===== config.mk =====
export PLATFORM = sky130hd
export DESIGN_NAME = divider_unit
export DESIGN_NICKNAME = d
export VERILOG_FILES = /design/src/rtl/divider_unit_pkg.sv /design/src/rtl/divider_step.sv /design/src/rtl/divider_unit.sv
export SDC_FILE = /design/constraint.sdc
export NUM_CORES = 1
export LEC_CHECK = 0
export ABC_CLOCK_PERIOD_IN_PS = 11300
export CAP_MARGIN = 25
export CELL_PAD_IN_SITES_DETAIL_PLACEMENT = 1
export CELL_PAD_IN_SITES_GLOBAL_PLACEMENT = 1
export CORE_MARGIN = 4
export CORE_UTILIZATION = 49
export DETAILED_ROUTE_END_ITERATION = 6
export PLACE_DENSITY = 0.84
export SLEW_MARGIN = 15
export SYNTH_ARGS = -nofsm -noshare
export SYNTH_HDL_FRONTEND = slang
export SYNTH_HIERARCHICAL = 1
export SYNTH_SLANG_ARGS = --single-unit

===== constraint.sdc =====
create_clock -name i_clock -period 11.3 [get_ports i_clock]
set_input_delay 1.695 -clock i_clock [delete_from_list [all_inputs] [get_ports i_clock]]
set_output_delay 1.695 -clock i_clock [all_outputs]
set_load 0.02 [all_outputs]

===== src/rtl/divider_unit_pkg.sv =====
// Shared types for the RV32M divide/remainder unit.
// Holds the operation encoding, the data word type and the step-counter width.
// No logic beyond small decode helpers.
package divider_unit_pkg;

  typedef logic [31:0] Data;

  typedef enum logic [1:0] {
    DivOp_DIV  = 2'd0,
    DivOp_DIVU = 2'd1,
    DivOp_REM  = 2'd2,
    DivOp_REMU = 2'd3
  } DivOp;

  typedef enum logic [1:0] {
    DivState_IDLE = 2'd0,
    DivState_CALC = 2'd1,
    DivState_DONE = 2'd2
  } DivState;

  localparam int DIV_STEP_BITS = $clog2($bits(Data));

  function automatic logic op_is_signed(DivOp op);
    return (op == DivOp_DIV) || (op == DivOp_REM);
  endfunction

  function automatic logic op_is_rem(DivOp op);
    return (op == DivOp_REM) || (op == DivOp_REMU);
  endfunction

endpackage


===== src/rtl/divider_step.sv =====
// One restoring-division iteration: shift in a dividend bit, trial-subtract the divisor.
// Latency: purely combinational.
// Backpressure: none; the caller decides when to register the result.
module divider_step #(
  parameter int WIDTH = 32
) (
  input  logic [WIDTH-1:0] rem_in,
  input  logic [WIDTH-1:0] divisor,
  input  logic             next_bit,
  output logic [WIDTH-1:0] rem_out,
  output logic             quot_bit
);

  // The shifted remainder can reach 2*divisor-1, so it needs one extra bit,
  // and the trial difference one more for the borrow.
  logic [WIDTH:0]   shifted;
  logic [WIDTH+1:0] diff;
  logic             unused_diff_bit;

  // Trial subtract; a clear borrow means the quotient bit is 1 and the difference is kept.
  always_comb begin
    shifted         = {rem_in, next_bit};
    diff            = {1'b0, shifted} - {2'b00, divisor};
    quot_bit        = ~diff[WIDTH+1];
    rem_out         = quot_bit ? diff[WIDTH-1:0] : shifted[WIDTH-1:0];
    // With no borrow the difference is below the divisor, so this bit is always zero.
    unused_diff_bit = diff[WIDTH];
  end

endmodule


===== src/rtl/divider_unit.sv =====
// Iterative DIV/DIVU/REM/REMU unit, one restoring quotient bit per clock.
// Latency: o_valid on the WIDTH+1th edge counting the accept edge; 1 for specials with DIVIDER_FAST_SPECIAL_EN.
// Backpressure: o_ready only in IDLE; the result is held in DONE until i_ready is seen.
module divider_unit
  import divider_unit_pkg::*;
#(
  parameter int WIDTH = $bits(Data)
) (
  input  logic             i_clock,
  input  logic             i_reset,
  input  logic             i_valid,
  output logic             o_ready,
  input  DivOp             i_op,
  input  logic [WIDTH-1:0] i_dataA,
  input  logic [WIDTH-1:0] i_dataB,
  output logic             o_valid,
  input  logic             i_ready,
  output logic [WIDTH-1:0] o_result
);

  localparam int               CW      = (WIDTH > 1) ? $clog2(WIDTH) : 1;
  localparam logic [CW-1:0]    LAST    = CW'(WIDTH - 1);
  localparam logic [WIDTH-1:0] MIN_NEG = {1'b1, {(WIDTH-1){1'b0}}};

  DivState          state;
  DivOp             op_q;
  logic             neg_quot, neg_rem, div_zero, ovf;
  logic [WIDTH-1:0] dvd, dvs, rem, quot, a_orig, result;
  logic [CW-1:0]    cnt;

  // Request decode, only meaningful on the accept edge.
  logic             in_signed, a_neg, b_neg, in_div_zero, in_ovf;
  logic [WIDTH-1:0] a_mag, b_mag;

  // Magnitudes and special-case flags of the incoming request.
  always_comb begin
    in_signed   = op_is_signed(i_op);
    a_neg       = in_signed & i_dataA[WIDTH-1];
    b_neg       = in_signed & i_dataB[WIDTH-1];
    a_mag       = a_neg ? -i_dataA : i_dataA;
    b_mag       = b_neg ? -i_dataB : i_dataB;
    in_div_zero = (i_dataB == '0);
    in_ovf      = in_signed && (i_dataA == MIN_NEG) && (i_dataB == '1);
  end

  logic [WIDTH-1:0] step_rem;
  logic             step_q;

  divider_step #(.WIDTH(WIDTH)) u_step (
    .rem_in   (rem),
    .divisor  (dvs),
    .next_bit (dvd[WIDTH-1]),
    .rem_out  (step_rem),
    .quot_bit (step_q)
  );

  // Sign correction and special-case overrides applied when the result is latched.
  function automatic logic [WIDTH-1:0] fixup(
    input DivOp             op,
    input logic [WIDTH-1:0] q,
    input logic [WIDTH-1:0] r,
    input logic             nq,
    input logic             nr,
    input logic             dz,
    input logic             ov,
    input logic [WIDTH-1:0] a
  );
    logic is_rem;
    is_rem = op_is_rem(op);
    if (dz)          return is_rem ? a : '1;
    else if (ov)     return is_rem ? '0 : MIN_NEG;
    else if (is_rem) return nr ? -r : r;
    else             return nq ? -q : q;
  endfunction

  assign o_ready  = (state == DivState_IDLE);
  assign o_valid  = (state == DivState_DONE);
  assign o_result = result;

  // Control FSM with the shift/subtract datapath and result register.
  always_ff @(posedge i_clock or negedge i_reset) begin
    if (!i_reset) begin
      state    <= DivState_IDLE;
      op_q     <= DivOp_DIV;
      neg_quot <= 1'b0;
      neg_rem  <= 1'b0;
      div_zero <= 1'b0;
      ovf      <= 1'b0;
      dvd      <= '0;
      dvs      <= '0;
      rem      <= '0;
      quot     <= '0;
      a_orig   <= '0;
      result   <= '0;
      cnt      <= '0;
    end else begin
      case (state)
        DivState_IDLE: begin
          if (i_valid) begin
            op_q     <= i_op;
            neg_quot <= a_neg ^ b_neg;
            neg_rem  <= a_neg;
            div_zero <= in_div_zero;
            ovf      <= in_ovf;
            dvd      <= a_mag;
            dvs      <= b_mag;
            rem      <= '0;
            quot     <= '0;
            a_orig   <= i_dataA;
            cnt      <= '0;
`ifdef DIVIDER_FAST_SPECIAL_EN
            // Specials and a zero dividend have known answers; skip the iteration.
            if (in_div_zero || in_ovf || (i_dataA == '0)) begin
              result <= fixup(i_op, '0, '0, 1'b0, 1'b0, in_div_zero, in_ovf, i_dataA);
              state  <= DivState_DONE;
            end else begin
              state  <= DivState_CALC;
            end
`else
            state    <= DivState_CALC;
`endif
          end
        end
        DivState_CALC: begin
          rem  <= step_rem;
          quot <= {quot[WIDTH-2:0], step_q};
          dvd  <= {dvd[WIDTH-2:0], 1'b0};
          if (cnt == LAST) begin
            result <= fixup(op_q, {quot[WIDTH-2:0], step_q}, step_rem,
                            neg_quot, neg_rem, div_zero, ovf, a_orig);
            state  <= DivState_DONE;
          end else begin
            cnt    <= cnt + CW'(1);
          end
        end
        DivState_DONE: begin
          if (i_ready) state <= DivState_IDLE;
        end
        default: state <= DivState_IDLE;
      endcase
    end
  end

endmodule


==> metrics.log, run 1 <==
[metrics] number of nets at the end of the flow: 1755
[metrics] Post-CTS Resized: 0
[metrics] worst IR drop on VDD: 145.5 uV
[metrics] switching power as a share of total power: 49.34%
[metrics] RSZ-0062 raised after global routing: false
[metrics] minimum setup slack after placement: 6.374 ns
[metrics] max layer used: met5
[metrics] maximum number of pins on one net before global-route repair: 74
[metrics] final slew viol count: 0
[metrics] Post-Synthesis Mean Instance Area: 8.452 um2
[metrics] share of power burned in registers: 23.2%
[metrics] wire length on met1: 21.28 mm
[metrics] average routed wire per standard cell: 23.84 um
[metrics] post-route total power: 6131 uW
[metrics] number of routed nets with antenna violations: 0
[metrics] maximum net fanout on the critical path: 6
[metrics] DRC violation count after routing: 0
[metrics] count of yosys warnings during synthesis: 6
[metrics] die width: 173.5 um
[metrics] total gr overflow: 0
[metrics] number of enable-type register cells in the synthesized netlist: 0
[metrics] Die Footprint: 30100 um2
[metrics] ratio of routed vias to standard cells: 6.478
[metrics] Detail Route met2 WL: 22.00 mm
[metrics] cts bufs inserted: 25
[metrics] routed wl met3: 2.977 mm
[metrics] most used flip-flop cell after synthesis: dfrtp_1
[metrics] synthesized flop and latch total: 203
[metrics] H-tree levels: 1
[metrics] number of instances in the synthesized netlist: 1588
[metrics] Clk Latency, worst-skew pair: 0.53 ns
[metrics] summed negative setup slack over all endpoints: 0 ns
[metrics] via count of the routed design: 12980
[metrics] Fin Hold WS: 0.4742 ns
[metrics] Worst Skew: 0.01605 ns
[metrics] clock-pin slew on the worst setup and hold paths: 0.06 ns
[metrics] worst slew slack as a fraction of its limit: 36.58%
[metrics] aggregate global-route resource usage: 30.97%
[metrics] standby leakage power: 0.006599 uW
[metrics] data arrival time of the critical path: 5.51 ns
[metrics] TritonCTS clock tree: done
[metrics] Detailed Route Iter0 Violations: 1173
[metrics] maximum number of buffers from clock root to sink: 3
[metrics] share of flip-flops with an asynchronous set or reset: 100.0%
[metrics] critical path capture point type: flip-flop
[metrics] Worst R2R Start: dvd[31]
[metrics] Internal: 3106 uW
[metrics] run status: completed
[metrics] antenna cell count: 0
[metrics] Yosys cell types: 83
[metrics] power dissipated by switching net loads: 3025 uW
[metrics] type of the worst setup path: flip-flop to flip-flop
[metrics] final worst setup slack: 6.213 ns
[metrics] Seq/Total Area, Yosys: 37.85%
[metrics] clock root buffer: clkbuf_16
[metrics] post-route minimum period: 5.087 ns
[metrics] commonest non-fill, non-tap cell in the layout: nand2_1
[metrics] startpoint of the worst setup timing path: dvd[31]
[metrics] multi-input gate area in the final layout: 7744 um2
[metrics] start point of the worst hold path: a_orig[12]
[metrics] vias in the first global route: 13250
[metrics] area taken by flip-flops and latches: 5080 um2
[metrics] core area: 26950 um2
[metrics] max-cap check violation count: 0
[metrics] actual slew at the worst max-slew pin: 0.9513 ns
[metrics] initial antenna violation count: 2
[metrics] # rows: 60
[metrics] worst path required time: 11.73 ns
[metrics] number of setup buffers added after CTS: 0
[metrics] count of filler cells inserted in the layout: 3155
[metrics] number of nets in the synthesized netlist: 1698
[metrics] weighted congestion reported at the end of routability-driven placement: 0.8790
[metrics] drt total wl: 47.78 mm
[metrics] flop2flop setup slack: 6.21 ns
[metrics] power per cell area: 392.4 nW/um2
[metrics] Worst Hold Class: flip-flop to flip-flop
[metrics] detailed-router iteration count before antenna repair: 6
[metrics] layout cell share with drive strength beyond 1: 6.795%
[metrics] clock sink total: 203
[metrics] Cell Area, Synth: 13420 um2
[metrics] Clk network pwr share: 14.4%
[metrics] number of top-level pins: 104
[metrics] area overhead of the layout relative to synthesis: 16.41%
[metrics] number of buffer cells added on primary ports: 103
[metrics] logic gate share of total power: 62.4%
[metrics] Setup violations, final: 0
[metrics] initial standard-cell utilization of the core: 49.80%
[metrics] final worst-path cycle share: 45.02%
[metrics] Final HPWL DP: 34.39 mm
[metrics] Peak Freq: 196.6 MHz
[metrics] global-route wire length before repair: 75.96 mm
[metrics] most used cells in the layout excluding fill and tap cells: nand2_1 (237), dfrtp_1 (203), o21ai_0 (151), clkdlybuf4s50_1 (102), nor2_1 (101)
[metrics] Die Y: 173.5 um
[metrics] hold violation total from the final report: 0
[metrics] hold buffers post-CTS: 0
[metrics] startpoint types: flip-flop
registers in the layout, indices dropped and copies added (netlist names), 2 cells and up:
| name | count |
|---|---|
| cnt | 5 |
| dvd | 32 |
| state | 2 |
| quot | 31 |
| o_result | 32 |
| dvs | 32 |
| rem | 32 |
| a_orig | 32 |
path summary, 6_finish.rpt:
check,depth (start not counted),end
max in group asynchronous,3,dvs[26]
max,17,o_result[29]
min,2,a_orig[12]
max reg2reg,17,o_result[29]
min in group asynchronous,1,rem[22]
min reg2reg,2,a_orig[12]
synth_stat cells, types with 8 or more instances:
cell	n	area share (%)
dfrtp_1	203	38
inv_1	62	1.7
nand2_1	238	6.7
xnor2_1	73	4.8
nand3_1	22	0.82
or3_1	25	1.2
a21oi_1	82	3.1
clkbuf_1	75	2.1
o22ai_1	32	1.5
or2_2	9	0.42
o211ai_1	14	0.78
o21ai_0	152	5.7
or4_1	14	0.78
buf_1	11	0.31
nand4_1	17	0.79
o41ai_1	16	1.0
a21o_1	15	0.84
a22oi_1	8	0.45
ha_1	39	3.6
a31oi_1	25	1.2
a221oi_1	8	0.52
nor2_1	102	2.9
nor4_1	11	0.51
xor2_1	59	3.9
a22o_1	60	3.9
nand2b_1	14	0.65
nor3_1	32	1.2
o31ai_1	35	2.0
cell type report:
| cell class | instances | share of cell area (%) |
|---|---|---|
| multi-input cells | 1224 | 49.56 |
| repair buffers | 125 | 7.872 |
| flip-flops and latches | 203 | 32.51 |
| clock inverters | 11 | 1.193 |
| well taps | 341 | 2.731 |
| clock buffers | 34 | 4.541 |
| inverters | 66 | 1.586 |
critical path: stages (launching register included):
cell	delay, ns
dfrtp_1	0.43
inv_1	0.08
ha_1	0.18
inv_1	0.08
fa_1	0.42
a21o_1	0.25
a31oi_2	0.26
nor3_1	0.13
a31oi_2	0.35
o21ai_0	0.18
xnor2_1	0.26
o21ai_0	0.32
or4_4	0.53
or4b_4	0.58
o41ai_1	0.41
xnor2_1	0.16
o221ai_1	0.13
o31ai_1	0.22
stage by stage:
stage	utilization (%)	std cells	area [um2]
after floorplan	-	1588	13420
after global placement	54.42	1955	14670
after detailed placement	54.53	1956	14700
after CTS	57.85	2001	15590
after global routing	57.97	2004	15620
final	57.97	2004	15620
power groups by stage:
stage	Clock (uW)	Combinational, uW	Sequential (uW)
2_1_floorplan	0	2600	1340
4_1_cts	890	3760	1410
3_5_place_dp	0	3720	1420
3_3_place_gp	0	3610	1400
5_1_grt	924	4150	1460
6_report	883	3830	1420
kinds of logic (layout without fill, tap and decap cells):
logic type	count (synthesis)	count (layout)	share of synthesized area, %
DFF	203	203	37.85
adders and majority gates	40	40	3.785
buffers and inverters	161	236	4.670
xor gates and xnor gates	132	132	8.614
and+or+nand+nor	523	523	18.36
AOI/OAI and AO/OA	521	521	26.03
muxes	8	8	0.6898
layer usage:
| metal | up-vias | track usage (%) |
|---|---|---|
| met3 | 96 | 5.038 |
| met2 | 427 | 49.47 |
| li1 | 5883 | - |
| met1 | 6571 | 43.89 |
| met5 | - | 0 |
| met4 | 4 | 8.547 |
(Power assumes the default switching activity.)
==> run 2: changes to the inputs <==
Settings changed: ABC_CLOCK_PERIOD_IN_PS 11300 to 4200, CORE_UTILIZATION 49 to 41, PLACE_DENSITY 0.84 to 0.75.
Clock period 11.3 ns to 4.2 ns, I/O delays scaled along.
==> run 2 against run 1 <==
Net effect:
- the flow now finishes with violations (DRC, setup timing)
- via count up 7.0%
- wire length increased by 11%
- core utilization down 1.5 points
- critical path type unchanged
- largest cell class unchanged
- hold slack got worse by 0.26 ns
- final area up 15%
==> metrics.log, run 2 (synthesized netlist as in run 1, its figures left out) <==
[metrics] initial antenna violation count: 0 (was 2)
[metrics] vias in the first global route: 14310 (was 13250)
[metrics] number of nets at the end of the flow: 1963 (was 1755)
[metrics] minimum setup slack after placement: -0.3488 ns (was 6.374 ns)
[metrics] initial standard-cell utilization of the core: 41.99% (was 49.80%)
[metrics] startpoint of the worst setup timing path: dvd[31] (unchanged)
[metrics] post-route minimum period: 4.490 ns (was 5.087 ns)
[metrics] worst path required time: 4.64 ns (was 11.73 ns)
[metrics] H-tree levels: 1 (unchanged)
[metrics] DRC violation count after routing: 3 (was 0)
[metrics] final worst setup slack: -0.2896 ns (was 6.213 ns)
[metrics] max-cap check violation count: 0 (unchanged)
[metrics] number of buffer cells added on primary ports: 103 (unchanged)
[metrics] drt total wl: 53.17 mm (was 47.78 mm)
[metrics] clock root buffer: clkbuf_16 (unchanged)
[metrics] maximum net fanout on the critical path: 3 (was 6)
[metrics] critical path capture point: o_result[29] (unchanged)
[metrics] TritonCTS clock tree: done (unchanged)
[metrics] RSZ-0062 raised after global routing: true (was false)
[metrics] failing checks: DRC, setup timing
[metrics] final worst-path cycle share: 106.9% (was 45.02%)
[metrics] worst slew slack as a fraction of its limit: 34.83% (was 36.58%)
[metrics] ratio of routed vias to standard cells: 6.023 (was 6.478)
[metrics] total gr overflow: 0 (unchanged)
[metrics] flop2flop setup slack: -0.29 ns (was 6.21 ns)
[metrics] commonest non-fill, non-tap cell in the layout: nand2_1 (unchanged)
[metrics] Detailed Route Iter0 Violations: 1079 (was 1173)
[metrics] core area: 31960 um2 (was 26950 um2)
[metrics] Worst Skew: 0.01830 ns (was 0.01605 ns)
[metrics] number of routed nets with antenna violations: 0 (unchanged)
[metrics] Clk Latency, worst-skew pair: 0.55 ns (was 0.53 ns)
[metrics] critical path capture point type: flip-flop (unchanged)
[metrics] final slew viol count: 0 (unchanged)
[metrics] Worst R2R Start: dvd[31] (unchanged)
[metrics] layout cell share with drive strength beyond 1: 21.63% (was 6.795%)
[metrics] summed negative setup slack over all endpoints: -1.770 ns (was 0 ns)
[metrics] type of the worst setup path: flip-flop to flip-flop (unchanged)
[metrics] clock sink total: 203 (unchanged)
[metrics] actual slew at the worst max-slew pin: 0.9692 ns (was 0.9513 ns)
[metrics] FF-to-FF path depth: 19 (was 17)
[metrics] hold violation total from the final report: 0 (unchanged)
[metrics] number of top-level pins: 104 (unchanged)
[metrics] hold buffers post-CTS: 0 (unchanged)
[metrics] Setup violations, final: 12 (was 0)
[metrics] most used cells in the layout excluding fill and tap cells: nand2_1 (236), buf_4 (215), dfrtp_1 (203), o21ai_0 (134), clkdlybuf4s50_1 (102) (was nand2_1 (237), dfrtp_1 (203), o21ai_0 (151), clkdlybuf4s50_1 (102), nor2_1 (101))
[metrics] Die Y: 188.9 um (was 173.5 um)
[metrics] data arrival time of the critical path: 4.93 ns (was 5.51 ns)
[metrics] endpoint of the most critical register-to-register path: o_result[29] (unchanged)
[metrics] Peak Freq: 222.7 MHz (was 196.6 MHz)
[metrics] cts bufs inserted: 27 (was 25)
[metrics] weighted congestion reported at the end of routability-driven placement: 0.9114 (was 0.8790)
[metrics] antenna cell count: 0 (unchanged)
[metrics] Die Footprint: 35690 um2 (was 30100 um2)
[metrics] die width: 188.9 um (was 173.5 um)
[metrics] maximum number of pins on one net before global-route repair: 104 (was 74)
[metrics] detailed-router iteration count before antenna repair: 7 (was 6)
[metrics] aggregate global-route resource usage: 28.46% (was 30.97%)
[metrics] maximum number of buffers from clock root to sink: 3 (unchanged)
[metrics] clock-pin slew on the worst setup and hold paths: 0.06 ns (about the same)
[metrics] Final HPWL DP: 37.98 mm (was 34.39 mm)
[metrics] average routed wire per standard cell: 23.05 um (was 23.84 um)
[metrics] run status: finished, violations left (was completed)
[metrics] # rows: 65 (was 60)
[metrics] Fin Hold WS: 0.2095 ns (was 0.4742 ns)
[metrics] Worst Hold Class: input port to async pin (was flip-flop to flip-flop)
[metrics] global-route wire length before repair: 82.10 mm (was 75.96 mm)
[metrics] startpoint types: flip-flop (unchanged)
[metrics] via count of the routed design: 13900 (was 12980)
[metrics] area overhead of the layout relative to synthesis: 34.38% (was 16.41%)
[run 2: layer usage]
| layer | vias to the layer above | wire length [um] | track usage (%) |
|---|---|---|---|
| met1 | 6988 | 23520 | 40.38 |
| met2 | 471 | 24860 | 46.32 |
| met4 | 0 | 1937 | 8.380 |
| met5 | - | 0 | 0 |
| met3 | 119 | 2859 | 2.968 |
| li1 | 6318 | - | - |
[run 2: stage by stage]
step | utilization (%) | area, um2 | std cells
4_1_cts | 54.67 | 17470 | 2294
3_5_place_dp | 50.78 | 16230 | 2238
2_1_floorplan | - | 13440 | 1588
3_3_place_gp | 50.76 | 16220 | 2237
6_report | 56.43 | 18040 | 2307
5_1_grt | 56.43 | 18040 | 2307
[run 2: how the worst min path moves through the flow]
stage | startpoint | endpoint | slack (ns) | cells past startpoint
floorplan | i_reset | a_orig[0] | 0.33 | 0
global placement | dvd[13] | dvd[13] | 0.46 | 2
detailed placement | dvd[13] | dvd[13] | 0.46 | 2
CTS | i_reset | dvs[11] | 0.25 | 1
global route | i_reset | dvs[11] | 0.27 | 1
finish | i_reset | dvs[11] | 0.21 | 1
[run 2: final cells by class]
cell class	count	area, um2
fill	3688	13930
multi-input combinational	1224	8404
sequential	203	5080
timing repair buffer	331	2816
clock buffer	34	752.0
tap	435	544.3
inverter	66	247.7
clock inverter	14	191.4
[run 2: timing repair]
item | in CTS | in global routing
hold endpoints to repair | 0 | 0
buffers inserted | 9 | 12
pin swaps | 32 | 43
gates resized for setup | 49 | 89
setup endpoints to repair | 25 | 26
[run 2: worst max-delay path, stage by stage (launching register included)]
cell and delay, ns:
dfrtp_1 0.38, inv_1 0.07, ha_2 0.20, inv_2 0.04, fa_2 0.34, a21o_1 0.20, a31oi_4 0.25, buf_4 0.14
buf_4 0.09, o21bai_2 0.10, nand2_1 0.09, o21ai_0 0.11, xnor2_1 0.19, o21ai_0 0.13, or4_4 0.56, or4b_4 0.53
o41ai_4 0.38, xnor2_1 0.17, o221ai_1 0.15, o31ai_1 0.25
Power of run 2 is left out: the tool's default activity adds up to more than one toggle a clock period on the data nets, which glitch-free logic cannot reach.
==> run 3: changes to the inputs <==
Settings changed: SETUP_SLACK_MARGIN set to 0.15.
==> run 3 against run 2 <==
Net effect:
- the run ends with setup timing left
- sequential cell count unchanged
- critical path depth down 2
- register-to-register slack better by 0.099 ns
- final area down 0.58%
- die area unchanged
- sequential share of layout area up 0.16 points
- first-iteration DRC count up 11%
- core utilization down 0.32 points
- final cell count down 0.35%
- via count down 1.5%
- wire length down 1.4%
- critical path type unchanged
- highest routed layer is now met5
==> metrics.log, run 3 (synthesized netlist as in run 1, its figures left out) <==
[metrics] critical path capture point type: flip-flop (unchanged)
[metrics] vias in the first global route: 13970 (was 14310)
[metrics] Setup violations, final: 12 (unchanged)
[metrics] number of nets at the end of the flow: 1957 (was 1963)
[metrics] Die Y: 188.9 um (unchanged)
[metrics] maximum number of buffers from clock root to sink: 3 (unchanged)
[metrics] total gr overflow: 0 (unchanged)
[metrics] cts bufs inserted: 25 (was 27)
[metrics] aggregate global-route resource usage: 27.96% (was 28.46%)
[metrics] Peak Freq: 227.8 MHz (was 222.7 MHz)
[metrics] maximum net fanout on the critical path: 5 (was 3)
[metrics] via count of the routed design: 13680 (was 13900)
[metrics] Final HPWL DP: 37.52 mm (was 37.98 mm)
[metrics] TritonCTS clock tree: done (unchanged)
[metrics] weighted congestion reported at the end of routability-driven placement: 0.9433 (was 0.9114)
[metrics] initial antenna violation count: 1 (was 0)
[metrics] startpoint types: flip-flop (unchanged)
[metrics] clock sink total: 203 (unchanged)
[metrics] drt total wl: 52.42 mm (was 53.17 mm)
[metrics] final worst setup slack: -0.1902 ns (was -0.2896 ns)
[metrics] layout cell share with drive strength beyond 1: 21.51% (was 21.63%)
[metrics] hold violation total from the final report: 0 (unchanged)
[metrics] # rows: 65 (unchanged)
[metrics] area taken by flip-flops and latches: 5080 um2 (unchanged)
[metrics] run status: finished, violations left (unchanged)
[metrics] endpoint of the most critical register-to-register path: o_result[29] (unchanged)
[metrics] count of filler cells inserted in the layout: 3682 (was 3688)
[metrics] most used cells in the layout excluding fill and tap cells: nand2_1 (233), buf_4 (206), dfrtp_1 (203), o21ai_0 (126), clkdlybuf4s50_1 (102) (was nand2_1 (236), buf_4 (215), dfrtp_1 (203), o21ai_0 (134), clkdlybuf4s50_1 (102))
[metrics] commonest non-fill, non-tap cell in the layout: nand2_1 (unchanged)
[metrics] Worst Skew: 0.01006 ns (was 0.01830 ns)
[metrics] worst slew slack as a fraction of its limit: 34.98% (was 34.83%)
[metrics] RSZ-0062 raised after global routing: true (unchanged)
[metrics] antenna cell count: 0 (unchanged)
[metrics] worst path required time: 4.65 ns (was 4.64 ns)
[metrics] clock-pin slew on the worst setup and hold paths: 0.06 ns (about the same)
[metrics] detailed-router iteration count before antenna repair: 5 (was 7)
[metrics] critical path capture point: o_result[29] (unchanged)
[metrics] post-route minimum period: 4.390 ns (was 4.490 ns)
[metrics] failing checks: setup timing (was DRC, setup timing)
[metrics] clock root buffer: clkbuf_16 (unchanged)
[metrics] max-cap check violation count: 0 (unchanged)
[metrics] global-route wire length before repair: 80.24 mm (was 82.10 mm)
[metrics] number of top-level pins: 104 (unchanged)
[metrics] number of buffer cells added on primary ports: 103 (unchanged)
[metrics] number of routed nets with antenna violations: 0 (unchanged)
[metrics] final worst-path cycle share: 104.5% (was 106.9%)
[metrics] startpoint of the worst setup timing path: dvd[31] (unchanged)
[metrics] Fin Hold WS: 0.2034 ns (was 0.2095 ns)
[metrics] type of the worst setup path: flip-flop to flip-flop (unchanged)
[metrics] ratio of routed vias to standard cells: 5.952 (was 6.023)
[metrics] area overhead of the layout relative to synthesis: 33.61% (was 34.38%)
[metrics] Die Footprint: 35690 um2 (unchanged)
[metrics] initial standard-cell utilization of the core: 41.99% (unchanged)
[metrics] data arrival time of the critical path: 4.84 ns (was 4.93 ns)
[metrics] multi-input gate area in the final layout: 8414 um2 (was 8404 um2)
[metrics] DRC violation count after routing: 0 (was 3)
[metrics] actual slew at the worst max-slew pin: 0.9753 ns (was 0.9692 ns)
[metrics] Worst R2R Start: dvd[31] (unchanged)
[metrics] FF-to-FF path depth: 17 (was 19)
[metrics] final slew viol count: 0 (unchanged)
[metrics] Worst Hold Class: input port to async pin (unchanged)
[metrics] Detailed Route Iter0 Violations: 1201 (was 1079)
[metrics] flop2flop setup slack: -0.19 ns (was -0.29 ns)
[metrics] minimum setup slack after placement: -0.2411 ns (was -0.3488 ns)
[metrics] H-tree levels: 1 (unchanged)
[metrics] average routed wire per standard cell: 22.80 um (was 23.05 um)
[metrics] Clk Latency, worst-skew pair: 0.56 ns (was 0.55 ns)
[metrics] maximum number of pins on one net before global-route repair: 111 (was 104)
[metrics] die width: 188.9 um (unchanged)
[metrics] core area: 31960 um2 (unchanged)
==> run 3: changes by cell type in the layout (fill, tap and decap cells not counted), sizes merged <==
cell and change:
bufinv -3, clkinv -5, clkbuf +5, buf -4, clkinvlp -1
==> run 3: layer usage <==
layer	wire [um]	track usage [%]	vias up
met4	1566	8.156	2
met1	23530	40.10	6833
li1	-	-	6282
met5	12	0	-
met2	24420	44.33	457
met3	2893	3.798	110
==> run 3: per-stage QoR <==
stage / setup TNS, ns / utilization (%) / cell area [um2] / instances
global route: -3.566 / 56.10 / 17930 / 2299
finish: -1.153 / 56.10 / 17930 / 2299
global placement: -0.5325 / 50.45 / 16130 / 2223
floorplan: 0 / - / 13440 / 1588
detailed placement: -2.081 / 50.45 / 16130 / 2223
CTS: -0.2672 / 54.42 / 17390 / 2288
==> run 3: timing repair <==
item / in CTS / in global routing
hold endpoints to repair: 0 / 0
pin swaps: 31 / 40
hold buffers: 0 / 0
resized for setup: 72 / 91
endpoints found under the setup margin: 26 / 28
buffers inserted: 21 / 10
==> run 3: worst min-delay path by stage <==
stage / startpoint / endpoint / slack [ns] / depth (start not counted)
floorplan: i_reset / a_orig[0] / 0.33 / 0
global placement: dvd[13] / dvd[13] / 0.45 / 2
detailed placement: a_orig[6] / a_orig[6] / 0.47 / 2
CTS: i_reset / dvs[9] / 0.25 / 1
global route: i_reset / dvs[9] / 0.27 / 1
finish: i_reset / dvs[9] / 0.20 / 1
==> run 3: layout make-up <==
class | count | area share [%]
clock buffer | 39 | 4.284
clock inverter | 5 | 0.4047
inverter | 66 | 1.382
multi-input combinational | 1224 | 46.92
sequential | 203 | 28.33
tap | 435 | 3.035
timing repair buffer | 327 | 15.64
==> run 3: worst max-delay path: stages (launching register included) <==
cell and delay, ns:
dfrtp_1 0.39, inv_2 0.09, ha_4 0.14, inv_2 0.04, fa_2 0.35, a21o_1 0.20, a31oi_4 0.25, nor2_2 0.08
o21a_1 0.23, o31ai_2 0.20, xnor2_1 0.09, mux2_4 0.27, or4_4 0.56, or4b_4 0.60, o41ai_4 0.26, xnor2_1 0.16
o221ai_1 0.14, o31ai_1 0.25
Power of run 3 is left out for the same reason.
